### src/rtl/rnd_harvester.sv
// rtl/rnd_harvester.sv - random bit harvester for latch-based entropy sources
//
// Drives the shared G line of the latch sources (gen_o: 0 = random mode,
// 1 = freeze), samples their raw outputs through a 2-flop synchronizer,
// XOR-folds them into one bit per sample, Von Neumann debiases the bit
// stream and packs accepted bits LSB-first into OUT_W-bit words.
//
// Optional feature: define RND_HEALTH_EN to add a repetition-count health
// test (sticky health_fail_o, harvesting stops and output drains).
//
// Ports:
//   clk           in   1      clock
//   rst_n         in   1      asynchronous active-low reset
//   en_i          in   1      harvesting enable
//   raw_i         in   RAW_W  raw latch outputs (asynchronous)
//   gen_o         out  1      latch G line
//   out_data_o    out  OUT_W  harvested word
//   out_valid_o   out  1      out_data_o valid
//   out_ready_i   in   1      consumer ready
//   health_fail_o out  1      sticky repetition-test failure
module rnd_harvester #(
  parameter int RAW_W     = 8,
  parameter int OUT_W     = 8,
  parameter int SETTLE    = 4,
  parameter int SYNC_CYC  = 3,
  parameter int REP_LIMIT = 16
) (
  input  logic             clk,
  input  logic             rst_n,
  input  logic             en_i,
  input  logic [RAW_W-1:0] raw_i,
  output logic             gen_o,
  output logic [OUT_W-1:0] out_data_o,
  output logic             out_valid_o,
  input  logic             out_ready_i,
  output logic             health_fail_o
);

  localparam int TMAX = (SETTLE > SYNC_CYC) ? SETTLE : SYNC_CYC;
  localparam int TW   = $clog2(TMAX + 1);
  localparam int CNW  = $clog2(OUT_W + 1);

  typedef enum logic [1:0] {S_IDLE, S_ARM, S_WAIT, S_SAMPLE} state_t;

  state_t             state, state_nxt;
  logic [TW-1:0]      tcnt;
  logic [RAW_W-1:0]   sync1, sync2;
  logic               have_first, first_bit;
  logic [OUT_W-1:0]   acc;
  logic [CNW-1:0]     cnt;
  logic               pending;
  logic               s, do_sample, bit_ok, word_done;
  logic               can_load, full_nxt;
  logic [OUT_W-1:0]   acc_shift;
  logic               fail, fail_nxt;

  // Raw latch outputs are fully asynchronous: two flops per bit.
  always_ff @(posedge clk or negedge rst_n) begin
    if (!rst_n) begin
      sync1 <= '0;
      sync2 <= '0;
    end else begin
      sync1 <= raw_i;
      sync2 <= sync1;
    end
  end

  assign s         = ^sync2;
  assign do_sample = (state == S_SAMPLE);
  // Von Neumann: a differing pair yields its first bit, equal pairs are dropped.
  assign bit_ok    = do_sample && have_first && (first_bit != s);
  assign acc_shift = acc | (OUT_W'(first_bit) << cnt);
  assign word_done = bit_ok && (cnt == CNW'(OUT_W - 1));
  assign can_load  = (!out_valid_o || out_ready_i) && !fail;
  // Accumulator will hold a finished word that could not be handed off.
  assign full_nxt  = pending ? !can_load : (word_done && !can_load);

`ifdef RND_HEALTH_EN
  localparam int RW = $clog2(REP_LIMIT + 1);
  logic          last_s, have_last;
  logic [RW-1:0] run, run_nxt;

  assign run_nxt  = (have_last && (s == last_s)) ? run + RW'(1) : RW'(1);
  assign fail_nxt = fail || (do_sample && (run_nxt >= RW'(REP_LIMIT)));

  always_ff @(posedge clk or negedge rst_n) begin
    if (!rst_n) begin
      last_s    <= 1'b0;
      have_last <= 1'b0;
      run       <= '0;
      fail      <= 1'b0;
    end else begin
      if (do_sample) begin
        last_s    <= s;
        have_last <= 1'b1;
        run       <= run_nxt;
      end
      fail <= fail_nxt;
    end
  end
`else
  assign fail     = 1'b0;
  assign fail_nxt = 1'b0;
`endif

  assign health_fail_o = fail;

  // State register and phase timer.
  always_ff @(posedge clk or negedge rst_n) begin
    if (!rst_n) begin
      state <= S_IDLE;
      tcnt  <= '0;
    end else begin
      state <= state_nxt;
      if (state_nxt != state || state == S_IDLE) tcnt <= '0;
      else                                        tcnt <= tcnt + TW'(1);
    end
  end

  always_comb begin
    state_nxt = state;
    case (state)
      S_IDLE:   if (en_i && !pending && !fail) state_nxt = S_ARM;
      S_ARM:    if (tcnt == TW'(SETTLE - 1))   state_nxt = S_WAIT;
      S_WAIT:   if (tcnt == TW'(SYNC_CYC - 1)) state_nxt = S_SAMPLE;
      S_SAMPLE: state_nxt = (en_i && !full_nxt && !fail_nxt) ? S_ARM : S_IDLE;
      default:  state_nxt = S_IDLE;
    endcase
  end

  always_comb begin
    gen_o = 1'b1;
    if (state == S_ARM) gen_o = 1'b0;
  end

  // Pair register, accumulator and output register.
  always_ff @(posedge clk or negedge rst_n) begin
    if (!rst_n) begin
      have_first  <= 1'b0;
      first_bit   <= 1'b0;
      acc         <= '0;
      cnt         <= '0;
      pending     <= 1'b0;
      out_data_o  <= '0;
      out_valid_o <= 1'b0;
    end else begin
      if (do_sample) begin
        have_first <= !have_first;
        if (!have_first) first_bit <= s;
      end

      if (out_valid_o && out_ready_i) out_valid_o <= 1'b0;

      if (pending) begin
        if (can_load) begin
          out_data_o  <= acc;
          out_valid_o <= 1'b1;
          acc         <= '0;
          cnt         <= '0;
          pending     <= 1'b0;
        end
      end else if (word_done) begin
        if (can_load) begin
          out_data_o  <= acc_shift;
          out_valid_o <= 1'b1;
          acc         <= '0;
          cnt         <= '0;
        end else begin
          acc     <= acc_shift;
          pending <= 1'b1;
        end
      end else if (bit_ok) begin
        acc <= acc_shift;
        cnt <= cnt + CNW'(1);
      end
    end
  end

endmodule

### config.mk
export PLATFORM = sky130hd
export DESIGN_NAME = rnd_harvester
export DESIGN_NICKNAME = d
export VERILOG_FILES = /design/src/rtl/rnd_harvester.sv
export SDC_FILE = /design/constraint.sdc
export NUM_CORES = 1
export LEC_CHECK = 0
export CORE_UTILIZATION = 55
export DETAILED_ROUTE_END_ITERATION = 8
export PLACE_DENSITY = 0.79
export SYNTH_ARGS = -nofsm -noshare
export SYNTH_HDL_FRONTEND = slang
export SYNTH_SLANG_ARGS = --single-unit
export TNS_END_PERCENT = 20
### constraint.sdc
create_clock -name clk -period 2.4 [get_ports clk]
set_input_delay 0.48 -clock clk [delete_from_list [all_inputs] [get_ports clk]]
set_output_delay 0.48 -clock clk [all_outputs]
set_load 0.01 [all_outputs]
# Word-level counts from Yosys, hierarchy flattened
# Cells that the tools add are included.
# Widths: inputs -> output; s select.
classes:
  div: 0
  eq_ne: 9
  n_addsub: 2
  n_mul: 0
  muxes: 28
  n_bitwise: 2
  n_shift: 1
  magnitude_cmp: 0
  reduce_logical: 21
ops:
  columns: ["op", "count"]
  rows:
  - ["$mux 8", 9]
  - ["$mux 4", 4]
  - ["$mux 1", 10]
  - ["$or 8x8->8", 1]
  - ["$pmux 2 s4", 1]
  - ["$reduce_xor 8->1", 1]
  - ["$shl 1x4->8", 1]
  - ["$logic_and 1x1->1", 7]
  - ["$eq 3x2->1 const B", 2]
  - ["$mux 2", 3]
  - ["$reduce_and 2->1", 3]
  - ["$logic_not 1->1", 5]
  - ["$add 4x1->4 const B", 1]
  - ["$eq 2x2->1 const B", 2]
  - ["$eq 4x3->1 const B", 1]
  - ["$add 3x1->3 const B", 1]
  - ["$mux 3", 1]
  - ["$reduce_bool 3->1", 1]
  - ["$eq 2x1->1 const B", 1]
  - ["$logic_not 2->1", 1]
  - ["$logic_or 1x1->1", 2]
  - ["$ne 2x1->1 const B", 1]
  - ["$ne 2x2->1", 1]
  - ["$reduce_bool 2->1", 1]
  - ["2 further kinds", 2]
totals:
  output_inout_bits: 11
  latchBits: 0
  romBits: 0
  memories: 0
  mem_bits_rw: 0
  reg_bits: 45

# Depth between registers and ports, before layout
logic_depth:
  ltp_word: 13
  ltp_mapped: 7

# Worst setup path before layout
# OpenSTA, ideal clock, no wires.
synth_timing:
  kind: "flip-flop to flip-flop"
  startpoint: "register sync2[3]"
  endpoint: "register out_data_o[5]"
  setup_slack_ps: 489
  arrival_ps: 1831
  path_stages_with_launch: 7
  synth_period_minus_slack_ps: 1911
  path_cell_list: "dfrtp_1 -> xnor2_1 -> xnor2_2 -> xnor3_2 -> o21ai_4 -> buf_8 -> mux2i_1"
synth_via:
  elab_chain_len: 6
synth_lines:
  columns: ["item", "line_no", "source"]
  rows:
  - ["from (decl)", "47", "logic [RAW_W-1:0] sync1, sync2;"]
  - ["from (signal assigned)", "64", "sync2 <= sync1;"]
  - ["$reduce_xor 8->1", "68", "assign s = ^sync2;"]
  - ["$ne 1x1->1", "71", "assign bit_ok = do_sample && have_first && (first_bit != s);"]
  - ["$logic_and 1x1->1", "71", null]
  - ["$logic_and 1x1->1", "73", "assign word_done = bit_ok && (cnt == CNW'(OUT_W - 1));"]
  - ["$reduce_bool 2->1 (no line)", null, null]
  - ["$reduce_and 2->1 (no line)", null, null]
  - ["to (signal assigned)", "164", "out_data_o <= acc_shift;"]
  - ["to (decl)", "33", "output logic [OUT_W-1:0] out_data_o,"]
# No other way between the ends.
# A chain may end at the register's enable or synchronous reset.

# Worst setup path after layout
layout_timing:
  startpoint: "register sync2[1]"
  endpoint: "register out_data_o[5]"
# The elaborated chain is that of the path after synthesis.

==> flow_metrics.tcl <==
set metrics [dict create \
    cts_tree "done" \
    vias_per_cell 5.35 \
    tns_ps 0 \
    drc 0 \
    relSlewSlack_pct 64.1 \
    post-route-period-util_pct 89.3 \
    met1_length_um 1480 \
    wirelength_um 3290 \
    setup_ws_ps 257 \
    numCtsBuffers 5 \
    avgSynthCellArea_um2 11.1 \
    met2WireLength_um 1630 \
    status "finished clean" \
    end_kind "flop" \
    n_fill_cell 247 \
    clk_pin_slew_ps 120 \
    drt_iter0_drc 79 \
    crit_path_start_kind "flop" \
    synthMuxAreaShare_pct 4.05 \
    final_cell_count_no_fill 249 \
    crit_path_cell_trace "xnor2_1 > xnor2_2 > xnor3_2 > o21ai_4 > mux2i_1" \
    seqPwrFrac_pct 47.4 \
    crit_path_top_delay_cell "o21ai_4" \
    synth_fa_ha_area_share_pct 2.53 \
    path_class "reg2reg" \
    final_nets 218 \
    synthArstFlopShare_pct 100 \
    routabilityCongestion 0.844 \
    combPwrFrac_pct 31.6 \
    row_count 21 \
    ctsHtreeMaxLevel 2 \
    clk-insertion-delay-late_ps 350 \
    wl_met3_um 135 \
    clock_sinks 45 \
    grt.total_usage_pct 20.7 \
    arrival_ps 2430 \
    swShare_pct 33.5 \
    hold_viol_final 0 \
    mostFrequentLayoutCell "dfrtp_1" \
    layout_min_cycle_time_ps 2140 \
    drtAntennaViolNets 0 \
    grt_setup_unrepaired "no" \
    clock_path_buffers 2 \
    timing.fmax_mhz 467 \
    portBuffers 21 \
    core_area_um2 3390 \
    syn_nets 194 \
    hpwl_um 2390 \
    dr.pass1.iters 4 \
    setup_viol 0 \
    yosysWarnings 0 \
    grt_overflow 0 \
    p_switching_uw 763 \
    n_antenna_cell 0 \
    ioPinCount 23 \
    vias 1333 \
    required_ps 2680 \
    clkPwrFrac_pct 21.1 \
    grt_max_degree 20 \
    syn_inst 178 \
    post_cts_resized 0 \
    die_area_um2 3840 \
    p_int_mw 1.52 \
    max_slew.worst_pin.slew_ps 536 \
    yosysSeqAreaShare_pct 56.9 \
    synth_ff_type "dfrtp_1" \
    worst_ir_drop_vdd_uv 528 \
    die_w_um 62.0 \
    p_per_area_nw_per_um2 989 \
    die_height_um 62.0 \
    synth_xor_area_share_pct 6.51 \
    highest_layer "met4" \
    crit_path_max_fanout 16 \
    antenna_found_initial 0 \
    clk_root_buffer_cell "clkbuf_4" \
    layout-drive-gt1-share_pct 9.36 \
    max_stage_delay_ps 480 \
    yosysUniqueCellTypes 37 \
    slew_violations 0 \
    fin_skew_ps 5.92 \
    dp.cells 240 \
    leakage_nw 1.01 \
    post_cts_buffers 0 \
    wl_per_cell_um 13.2 \
    synth_top_family_by_area "simple AND/OR/NAND/NOR gates" \
    synth.cell_area_um2 1980 \
    hold_buffers 1 \
    grt_pass1_vias 1321 \
    synth_compound_area_share_pct 8.98 \
    synth_edf_count 0 \
    grt_pass1_wl_um 5620 \
    place_ws_ps 237 \
    mostFrequentLayoutCells "dfrtp_1, nor2_1, clkdlybuf4s50_1, inv_1, a31oi_1" \
    start_util_pct 58.4 \
    synth_seq_cells 45 \
    areaGrowthSynthToFinish_pct 16.4 \
    synth-simple-area-share_pct 15.6 \
    hp-class "reg2reg" \
    drv_cap 0 \
]
## area by class of cell
| class | count | area (um^2) | share of cell area [%] |
|---|---|---|---|
| Sequential cell | 45 | 1130 | 48.9 |
| Tap cell | 46 | 57.6 | 2.50 |
| Timing Repair Buffer | 24 | 230 | 9.99 |
| Clock buffer | 6 | 51.3 | 2.23 |
| Multi-Input combinational cell | 112 | 749 | 32.5 |
| Inverter | 14 | 52.6 | 2.28 |
| Clock inverter | 2 | 37.5 | 1.63 |
## power groups by stage
stage / Sequential [mW] / Combinational [mW] / Clock (mW)
after floorplan: 1.02 / 0.596 / 0
after global placement: 1.08 / 0.686 / 0
after detailed placement: 1.09 / 0.717 / 0
after CTS: 1.08 / 0.722 / 0.495
after global routing: 1.11 / 0.824 / 0.527
final: 1.08 / 0.720 / 0.480
## sequential cells by signal, summed over array words and instances (netlist names)
register,count
tcnt,3
have_first,1
sync1,8
sync2,8
out_data_o,8
state,2
out_valid_o,1
first_bit,1
pending,1
acc,8
cnt,4
## synthesized netlist by cell type (all sizes together) (2+ instances only)
cell,n,share of area [%]
a21oi,4,1.0
a31oi,12,3.8
and3,2,0.70
buf,2,1.1
clkbuf,5,1.5
dfrtp,45,57
ha,4,2.5
inv,14,2.7
mux2i,8,4.0
nand2,6,1.1
nand2b,3,0.95
nand3,7,1.8
nor2,34,6.4
nor3,2,0.51
nor3b,3,1.1
nor4b,2,0.89
o21ai,3,1.3
xnor2,8,3.9
## final timing paths
kind | depth (start not counted) | from | slack, ps | end
min reg2reg | 0 | sync1[3] | 360 | sync2[3]
min | 0 | sync1[3] | 360 | sync2[3]
max in group asynchronous | 3 | rst_n | 1380 | state[0]
max | 5 | sync2[1] | 260 | out_data_o[5]
min in group asynchronous | 2 | rst_n | 510 | sync1[3]
max reg2reg | 5 | sync2[1] | 260 | out_data_o[5]
## logic make-up after synthesis
logic type | count (synthesis)
AND/OR/NAND/NOR | 64
XOR/XNOR | 10
adder cells (fa/ha/maj) | 4
AO/OA/AOI/OAI | 25
flip-flops | 45
buffers and inverters | 21
other | 1
multiplexers | 8
## critical path, delay by kind of cell, from the launching register on
kind | cells | cell delay [ps]
xor+xnor | 3 | 930
compound gates | 1 | 480
flops | 1 | 390
mux | 1 | 270
## per-stage QoR
step	instance area (um^2)	hold WS, ps	util [%]	power, mW
CTS	2300	364	68.0	2.30
global route	2300	371	68.0	2.46
global placement	2210	333	65.1	1.77
finish	2300	362	68.0	2.28
detailed placement	2210	335	65.1	1.81
floorplan	1980	184	-	1.62
## routing by layer
layer | track usage [%] | up-vias
met5 | 0 | -
met4 | 7.94 | 0
met3 | 7.04 | 6
met2 | 35.6 | 29
met1 | 23.9 | 651
li1 | - | 647
(Power assumes the default switching activity.)
